<file path="src/rtl/spi_txn_pkg.sv">
// spi_txn_pkg: shared state type, stream addresses and command-byte layout
// for the SPI transaction sequencer.
package spi_txn_pkg;

  typedef enum logic [2:0] {
    IDLE  = 3'd0,
    CMD   = 3'd1,
    WRITE = 3'd2,
    READ  = 3'd3,
    DRAIN = 3'd4
  } txn_state_t;

  localparam logic [6:0] ADDR_TX_PKT = 7'h03;
  localparam logic [6:0] ADDR_RX_PKT = 7'h05;
  localparam logic [6:0] ADDR_FIFO   = 7'h08;

  localparam int CMD_RW_BIT = 7;

  function automatic logic is_stream_addr(input logic [6:0] a);
    return (a == ADDR_TX_PKT) || (a == ADDR_RX_PKT) || (a == ADDR_FIFO);
  endfunction

endpackage

</file>
<file path="src/rtl/spi_txn_addr_gen.sv">
// spi_txn_addr_gen: register address for the current transaction.
// SPI_BURST_AUTOINC_EN: step after each access; else hold one address.
module spi_txn_addr_gen
  import spi_txn_pkg::*;
#(
  parameter int                ADDR_W   = 7,
  parameter logic [ADDR_W-1:0] MAX_ADDR = 7'h09
) (
  input  logic              clk,
  input  logic              reset,
  input  logic              load,
  input  logic [ADDR_W-1:0] load_addr,
  input  logic              advance,
  output logic [ADDR_W-1:0] addr
);

  logic [ADDR_W-1:0] next;

`ifdef SPI_BURST_AUTOINC_EN
  // Step to the next register, wrapping past the top; streams hold.
  always_comb begin
    next = addr;
    if (advance && !is_stream_addr(7'(addr))) begin
      next = (addr >= MAX_ADDR) ? '0 : addr + 1'b1;
    end
  end
`else
  logic unused_advance;
  assign unused_advance = advance;
  assign next = addr;
`endif

  // Command byte loads the address; otherwise step or hold.
  always_ff @(posedge clk or posedge reset) begin
    if (reset) begin
      addr <= '0;
    end else if (load) begin
      addr <= load_addr;
    end else begin
      addr <= next;
    end
  end

endmodule

</file>
<file path="src/rtl/spi_txn_ctrl.sv">
// spi_txn_ctrl: SPI command/burst sequencer feeding the register mux.
// Option SPI_BURST_AUTOINC_EN (in spi_txn_addr_gen): burst address step.
module spi_txn_ctrl
  import spi_txn_pkg::*;
#(
  parameter int                ADDR_W    = 7,
  parameter logic [ADDR_W-1:0] MAX_ADDR  = 7'h09,
  parameter int                BURST_MAX = 255
) (
  input  logic              clk,
  input  logic              reset,
  input  logic              cs_n,
  input  logic              byte_dv,
  input  logic [7:0]        byte_in,
  input  logic              tx_load_req,
  input  logic              tx_en,
  input  logic [7:0]        tx_d,
  output logic [ADDR_W-1:0] reg_addr,
  output logic              addr_dv,
  output logic              rw_out,
  output logic              rxdv,
  output logic [7:0]        rx_d,
  output logic [7:0]        tx_byte,
  output logic              tx_byte_vld,
  output logic              rd_ack,
  output logic              addr_err,
  output logic              busy
);

  localparam int CNT_W = $clog2(BURST_MAX + 1);
  localparam logic [CNT_W-1:0] CNT_MAX = CNT_W'(BURST_MAX);

  txn_state_t state, state_nx;

  logic [CNT_W-1:0]  cnt, cnt_nx, cnt_inc;
  logic [ADDR_W-1:0] cmd_addr;
  logic [7:0]        rx_d_nx, tx_byte_nx;
  logic addr_dv_nx, rw_nx, rxdv_nx, vld_nx;
  logic ack_nx, err_nx, samp, samp_nx, load;

  assign cnt_inc  = cnt + 1'b1;
  assign cmd_addr = byte_in[ADDR_W-1:0];
  assign busy     = (state != IDLE);

  spi_txn_addr_gen #(
    .ADDR_W   (ADDR_W),
    .MAX_ADDR (MAX_ADDR)
  ) u_addr (
    .clk       (clk),
    .reset     (reset),
    .load      (load),
    .load_addr (cmd_addr),
    .advance   (rxdv | rd_ack),
    .addr      (reg_addr)
  );

  // State register.
  always_ff @(posedge clk or posedge reset) begin
    if (reset) begin
      state <= IDLE;
    end else begin
      state <= state_nx;
    end
  end

  // Registered outputs, burst count and pending read-sample flag.
  always_ff @(posedge clk or posedge reset) begin
    if (reset) begin
      cnt         <= '0;
      addr_dv     <= 1'b0;
      rw_out      <= 1'b0;
      rxdv        <= 1'b0;
      rx_d        <= 8'h00;
      tx_byte     <= 8'h00;
      tx_byte_vld <= 1'b0;
      rd_ack      <= 1'b0;
      addr_err    <= 1'b0;
      samp        <= 1'b0;
    end else begin
      cnt         <= cnt_nx;
      addr_dv     <= addr_dv_nx;
      rw_out      <= rw_nx;
      rxdv        <= rxdv_nx;
      rx_d        <= rx_d_nx;
      tx_byte     <= tx_byte_nx;
      tx_byte_vld <= vld_nx;
      rd_ack      <= ack_nx;
      addr_err    <= err_nx;
      samp        <= samp_nx;
    end
  end

  // Next state and output decode; cs_n high aborts any transaction.
  always_comb begin
    state_nx   = state;
    cnt_nx     = cnt;
    addr_dv_nx = addr_dv;
    rw_nx      = rw_out;
    rxdv_nx    = 1'b0;
    rx_d_nx    = rx_d;
    tx_byte_nx = tx_byte;
    vld_nx     = tx_byte_vld;
    ack_nx     = 1'b0;
    err_nx     = addr_err;
    samp_nx    = samp;
    load       = 1'b0;
    if (state != IDLE && cs_n) begin
      state_nx   = IDLE;
      cnt_nx     = '0;
      addr_dv_nx = 1'b0;
      vld_nx     = 1'b0;
      samp_nx    = 1'b0;
    end else begin
      unique case (state)
        IDLE: begin
          if (!cs_n) begin
            state_nx = CMD;
            err_nx   = 1'b0;
          end
        end
        CMD: begin
          if (byte_dv) begin
            load  = 1'b1;
            rw_nx = byte_in[CMD_RW_BIT];
            if (cmd_addr > MAX_ADDR) begin
              state_nx = DRAIN;
              err_nx   = 1'b1;
            end else begin
              addr_dv_nx = 1'b1;
              samp_nx    = byte_in[CMD_RW_BIT];
              state_nx   = byte_in[CMD_RW_BIT] ? READ : WRITE;
            end
          end
        end
        WRITE: begin
          if (byte_dv) begin
            rx_d_nx = byte_in;
            rxdv_nx = 1'b1;
            cnt_nx  = cnt_inc;
            if (cnt_inc == CNT_MAX) begin
              state_nx   = DRAIN;
              addr_dv_nx = 1'b0;
            end
          end
        end
        READ: begin
          if (samp) begin
            tx_byte_nx = tx_en ? tx_d : 8'h00;
            vld_nx     = 1'b1;
            samp_nx    = 1'b0;
          end else if (rd_ack) begin
            samp_nx = 1'b1;
          end
          if (tx_load_req && tx_byte_vld) begin
            ack_nx = 1'b1;
            vld_nx = 1'b0;
            cnt_nx = cnt_inc;
            if (cnt_inc == CNT_MAX) begin
              state_nx   = DRAIN;
              addr_dv_nx = 1'b0;
            end
          end
        end
        DRAIN: begin
          addr_dv_nx = 1'b0;
        end
        default: begin
          state_nx = IDLE;
        end
      endcase
    end
  end

endmodule

</file>
<file path="config.mk">
export PLATFORM = sky130hd
export DESIGN_NAME = spi_txn_ctrl
export DESIGN_NICKNAME = d
export VERILOG_FILES = /design/src/rtl/spi_txn_pkg.sv /design/src/rtl/spi_txn_addr_gen.sv /design/src/rtl/spi_txn_ctrl.sv
export SDC_FILE = /design/constraint.sdc
export NUM_CORES = 1
export LEC_CHECK = 0
export BUFFER_PORTS_ARGS = -buffer_cell sky130_fd_sc_hd__buf_4
export CORE_MARGIN = 4
export CORE_UTILIZATION = 50
export CTS_CLUSTER_DIAMETER = 30
export DETAILED_ROUTE_END_ITERATION = 7
export PLACE_DENSITY_LB_ADDON = 0.2
export SYNTH_ARGS = -nofsm -noshare
export SYNTH_HDL_FRONTEND = slang
export SYNTH_SLANG_ARGS = --single-unit
</file>
<file path="constraint.sdc">
create_clock -name clk -period 4.79 [get_ports clk]
set_clock_uncertainty 0.2 [all_clocks]
set_input_delay 0.7185 -clock clk [delete_from_list [all_inputs] [get_ports clk]]
set_output_delay 0.7185 -clock clk [all_outputs]
set_load 0.02 [all_outputs]
</file>
==> summary.md <==
| Metric | Value |
|---|---|
| Maximum number of pins on one net before global-route repair | `42` |
| Max-slew violations | `0` |
| Total power density per cell area | `between 300 and 400 nW/um^2` |
| Top area cells in the synthesized netlist | `sky130_fd_sc_hd__dfrtp_1 (54%), sky130_fd_sc_hd__mux2_2 (10%), sky130_fd_sc_hd__nand2_1 (5.3%)` |
| Sum of net half-perimeters after detailed placement | `3020 um` |
| Most instantiated cells after synthesis | `sky130_fd_sc_hd__dfrtp_1 (41), sky130_fd_sc_hd__nand2_1 (27), sky130_fd_sc_hd__o21ai_0 (18)` |
| Kind of end point of the critical path | `register` |
| Post-synthesis average cell area | `about 11 sq um` |
| Start-to-end type of the worst setup path | `reg -> reg` |
| Sequential share of the synthesized area | `0.537` |
| Number of routed nets with antenna violations | `0` |
| Minimum setup slack after placement | `around 2.3 ns` |
| Chip height | `69.8 um` |
| Maximum Capacitance Violations | `0` |
| Required time of the critical path | `~4.8 ns` |
| DIE WIDTH | `69.8 um` |
| Initial antenna violation count | `0` |
| Sw Ratio | `0.316` |
| Clock latency at the later pin of the worst-skew pair | `about 0.28 ns` |
| Internal Dissipation | `about 0.59 mW` |
| Placer congestion estimate | `a little under 0.8` |
| Number of enable flip-flop cells after synthesis | `0` |
| Net switching component of the power | `~0.27 mW` |
| Overflow left after global routing | `0` |
| Leakage dissipation | `about 1.1 nW` |
| Proportion of power drawn by the clock network | `0.257` |
| Peak per-stage delay on the critical path | `0.60 ns` |
| Path class of the lowest-slack min-delay path | `reg -> reg` |
| WHS | `0.289 ns` |
| Highest clock rate | `between 400 and 500 MHz` |
| Clock tree from TritonCTS | `yes` |
| Leading register cell type out of synthesis | `sky130_fd_sc_hd__dfrtp_1` |
| IO buf count | `51` |
| Outcome | `finished, final reports clean` |
| Most frequent cell after synthesis | `sky130_fd_sc_hd__dfrtp_1` |
| RSZ-0062 raised after global routing | `false` |
| Number of warning messages in the yosys log | `0` |
| Crit start category | `register` |
| DRC violations left | `0` |
| Post-CTS resize count | `0` |
| Worst reg-to-reg path cell count | `5` |
| Worst path slowest cell | `sky130_fd_sc_hd__a21oi_1` |
| Area growth from synthesis to layout | `26.2%` |
| Maximum fanout along the worst path | `14` |
| Post-CTS Repair Setup Buffers | `0` |
| Number of antenna cells inserted | `0` |
| Post-synth top area share | `0.537` |
| Wire length per cell | `about 14 um` |
| Maximum level of the CTS H-tree | `2` |
| Slew HR | `0.530` |
| Count of cell types in the netlist | `37` |
| Data arrival at the endpoint of the critical path | `2.47 ns` |
| Peak supply drop | `292 uV` |
| Number of top-level pins | `52` |
| Total Routed Length | `between 4000 and 5000 um` |
| Cell-by-cell listing of the critical path | `or3_4, and2_1, a21oi_1, or2_1, o31ai_1` |
| Net count, final | `about 260` |
| Clock Root Buffer | `sky130_fd_sc_hd__clkbuf_8` |
| Starting DRC count in detailed routing | `109` |
| Number of failing setup endpoints in the final timing report | `0` |
| Sum Neg Setup Slack | `0 ns` |
| Initial cell density of the core | `0.518` |
| Share of layout cells above drive strength 1 | `0.355` |
| Period utilisation layout | `0.522` |
| Combinational group share of total power | `0.240` |
| Min Clock Period, post-route | `roughly 2.5 ns` |
| Count of state elements after synthesis | `41` |
| Vias in the first global route | `1432` |
| Post-synthesis cell count | `approximately 180` |
| CTS Buf Count | `5` |
| Synthesized net count | `between 200 and 250` |
| Die Outline Area | `4880 sq um` |
| Transition time at the pin with the least slew margin | `around 0.7 ns` |
| Overall routing resource usage | `0.174` |
| Wire length of the first global-routing pass | `about 6800 um` |
| Post-synthesis instance area | `about 1900 sq um` |
| Ratio of routed vias to standard cells | `around 5.3` |
| Worst Hold Depth | `2` |
| Total vias in the final route | `1504` |
| Count of TritonRoute iterations in the first routing pass | `5` |
| CORE AREA | `~3700 sq um` |
| Sink count of the clock tree | `just over 40` |
| Relative contribution of sequential cells to total power | `0.503` |
| Final hold violation count | `0` |
| Number of placement rows | `22` |
| Clock buffer depth | `2` |
| Fin worst setup slack | `about 2.3 ns` |
| Total of hold buffers inserted after clock tree synthesis | `0` |
| Clock transition at path regs | `roughly 0.080 ns` |
| Largest area contributor in the netlist | `sky130_fd_sc_hd__dfrtp_1` |
| Synth async-reset ratio | `1.00` |
## kinds of logic (layout without fill, tap and decap cells)
logic type,count (synthesis),after routing,share of synthesized area
DFF,41,41,0.537
buffers and inverters,14,67,0.0340
and+or+nand+nor,62,62,0.167
AOI/OAI and AO/OA,40,40,0.126
adders and majority gates,2,2,0.0131
muxes,17,17,0.100
xor gates and xnor gates,5,5,0.0229
## cell usage in the layout, fill, tap and decap left out, types with 3 or more instances in the layout
master / Yosys / layout
sky130_fd_sc_hd__dfrtp_1: 41 / 41
sky130_fd_sc_hd__o21ai_0: 18 / 18
sky130_fd_sc_hd__inv_1: 7 / 7
sky130_fd_sc_hd__nand3_1: 6 / 6
sky130_fd_sc_hd__o31ai_1: 5 / 5
sky130_fd_sc_hd__a21oi_1: 5 / 5
sky130_fd_sc_hd__nor2_1: 8 / 8
sky130_fd_sc_hd__nand2_1: 27 / 27
sky130_fd_sc_hd__xnor2_1: 4 / 4
sky130_fd_sc_hd__nand3_2: 3 / 3
sky130_fd_sc_hd__mux2_2: 17 / 17
sky130_fd_sc_hd__nor3_1: 4 / 4
sky130_fd_sc_hd__buf_4: 1 / 52
sky130_fd_sc_hd__clkbuf_8: 0 / 5
sky130_fd_sc_hd__a31oi_1: 5 / 5
## registers in the layout, indices dropped and copies added, names as in the netlist
| name | cells |
|---|---|
| addr_dv | 1 |
| addr_err | 1 |
| cnt | 8 |
| rd_ack | 1 |
| rw_out | 1 |
| rx_d | 8 |
| rxdv | 1 |
| samp | 1 |
| state | 3 |
| tx_byte | 8 |
| tx_byte_vld | 1 |
| u_addr.addr | 7 |
## path summary, 6_finish.rpt
kind                                   startpoint                    endpoint  slack (ns)
setup reg to reg             state[0]$_DFFE_PP0P_          cnt[3]$_DFFE_PP0P_        2.29
setup / recovery             state[0]$_DFFE_PP0P_          cnt[3]$_DFFE_PP0P_        2.29
max in group asynchronous                   reset  u_addr.addr[5]$_DFFE_PP0P_        3.70
min in group asynchronous                   reset              rxdv$_DFF_PP0_        0.34
hold / removal             tx_byte[3]$_DFFE_PP0P_      tx_byte[3]$_DFFE_PP0P_        0.29
hold reg to reg            tx_byte[3]$_DFFE_PP0P_      tx_byte[3]$_DFFE_PP0P_        0.29
## critical path: cells and delay by family, from the launching register on
kind	cells	cell delay, ns
AND/OR/NAND/NOR	3	0.95
AO/OA/AOI/OAI	2	0.69
flip-flops	1	0.53
## stage by stage
step	area, sq um	utilization	power, mW	instances
2_1_floorplan	1910	-	0.561	181
3_3_place_gp	2320	0.630	0.646	274
3_5_place_dp	2320	0.630	0.650	274
4_1_cts	2410	0.654	0.874	282
5_1_grt	2410	0.654	0.910	282
6_report	2410	0.654	0.866	282
## area by class of cell
type	count	area (sq um)
timing repair buffer	52	390
sequential	41	1030
clock buffer	5	68.8
fill	320	1270
tap	48	60.1
clock inverter	3	21.3
multi-input combinational	126	821
inverter	7	26.3
## routing by layer
metal,vias up,wire (um),global-route usage
met5,-,0,0
met4,0,36,0.0596
met3,4,261,0.0565
met2,49,1920,0.257
met1,712,1830,0.241
li1,739,-,-
## power by group through the flow
stage / Combinational [mW] / Sequential [mW] / Clock (mW)
finish: 0.208 / 0.436 / 0.222
global placement: 0.206 / 0.440 / 0
floorplan: 0.0947 / 0.466 / 0
CTS: 0.211 / 0.435 / 0.228
global route: 0.226 / 0.444 / 0.241
detailed placement: 0.209 / 0.441 / 0
(Power assumes the default switching activity.)
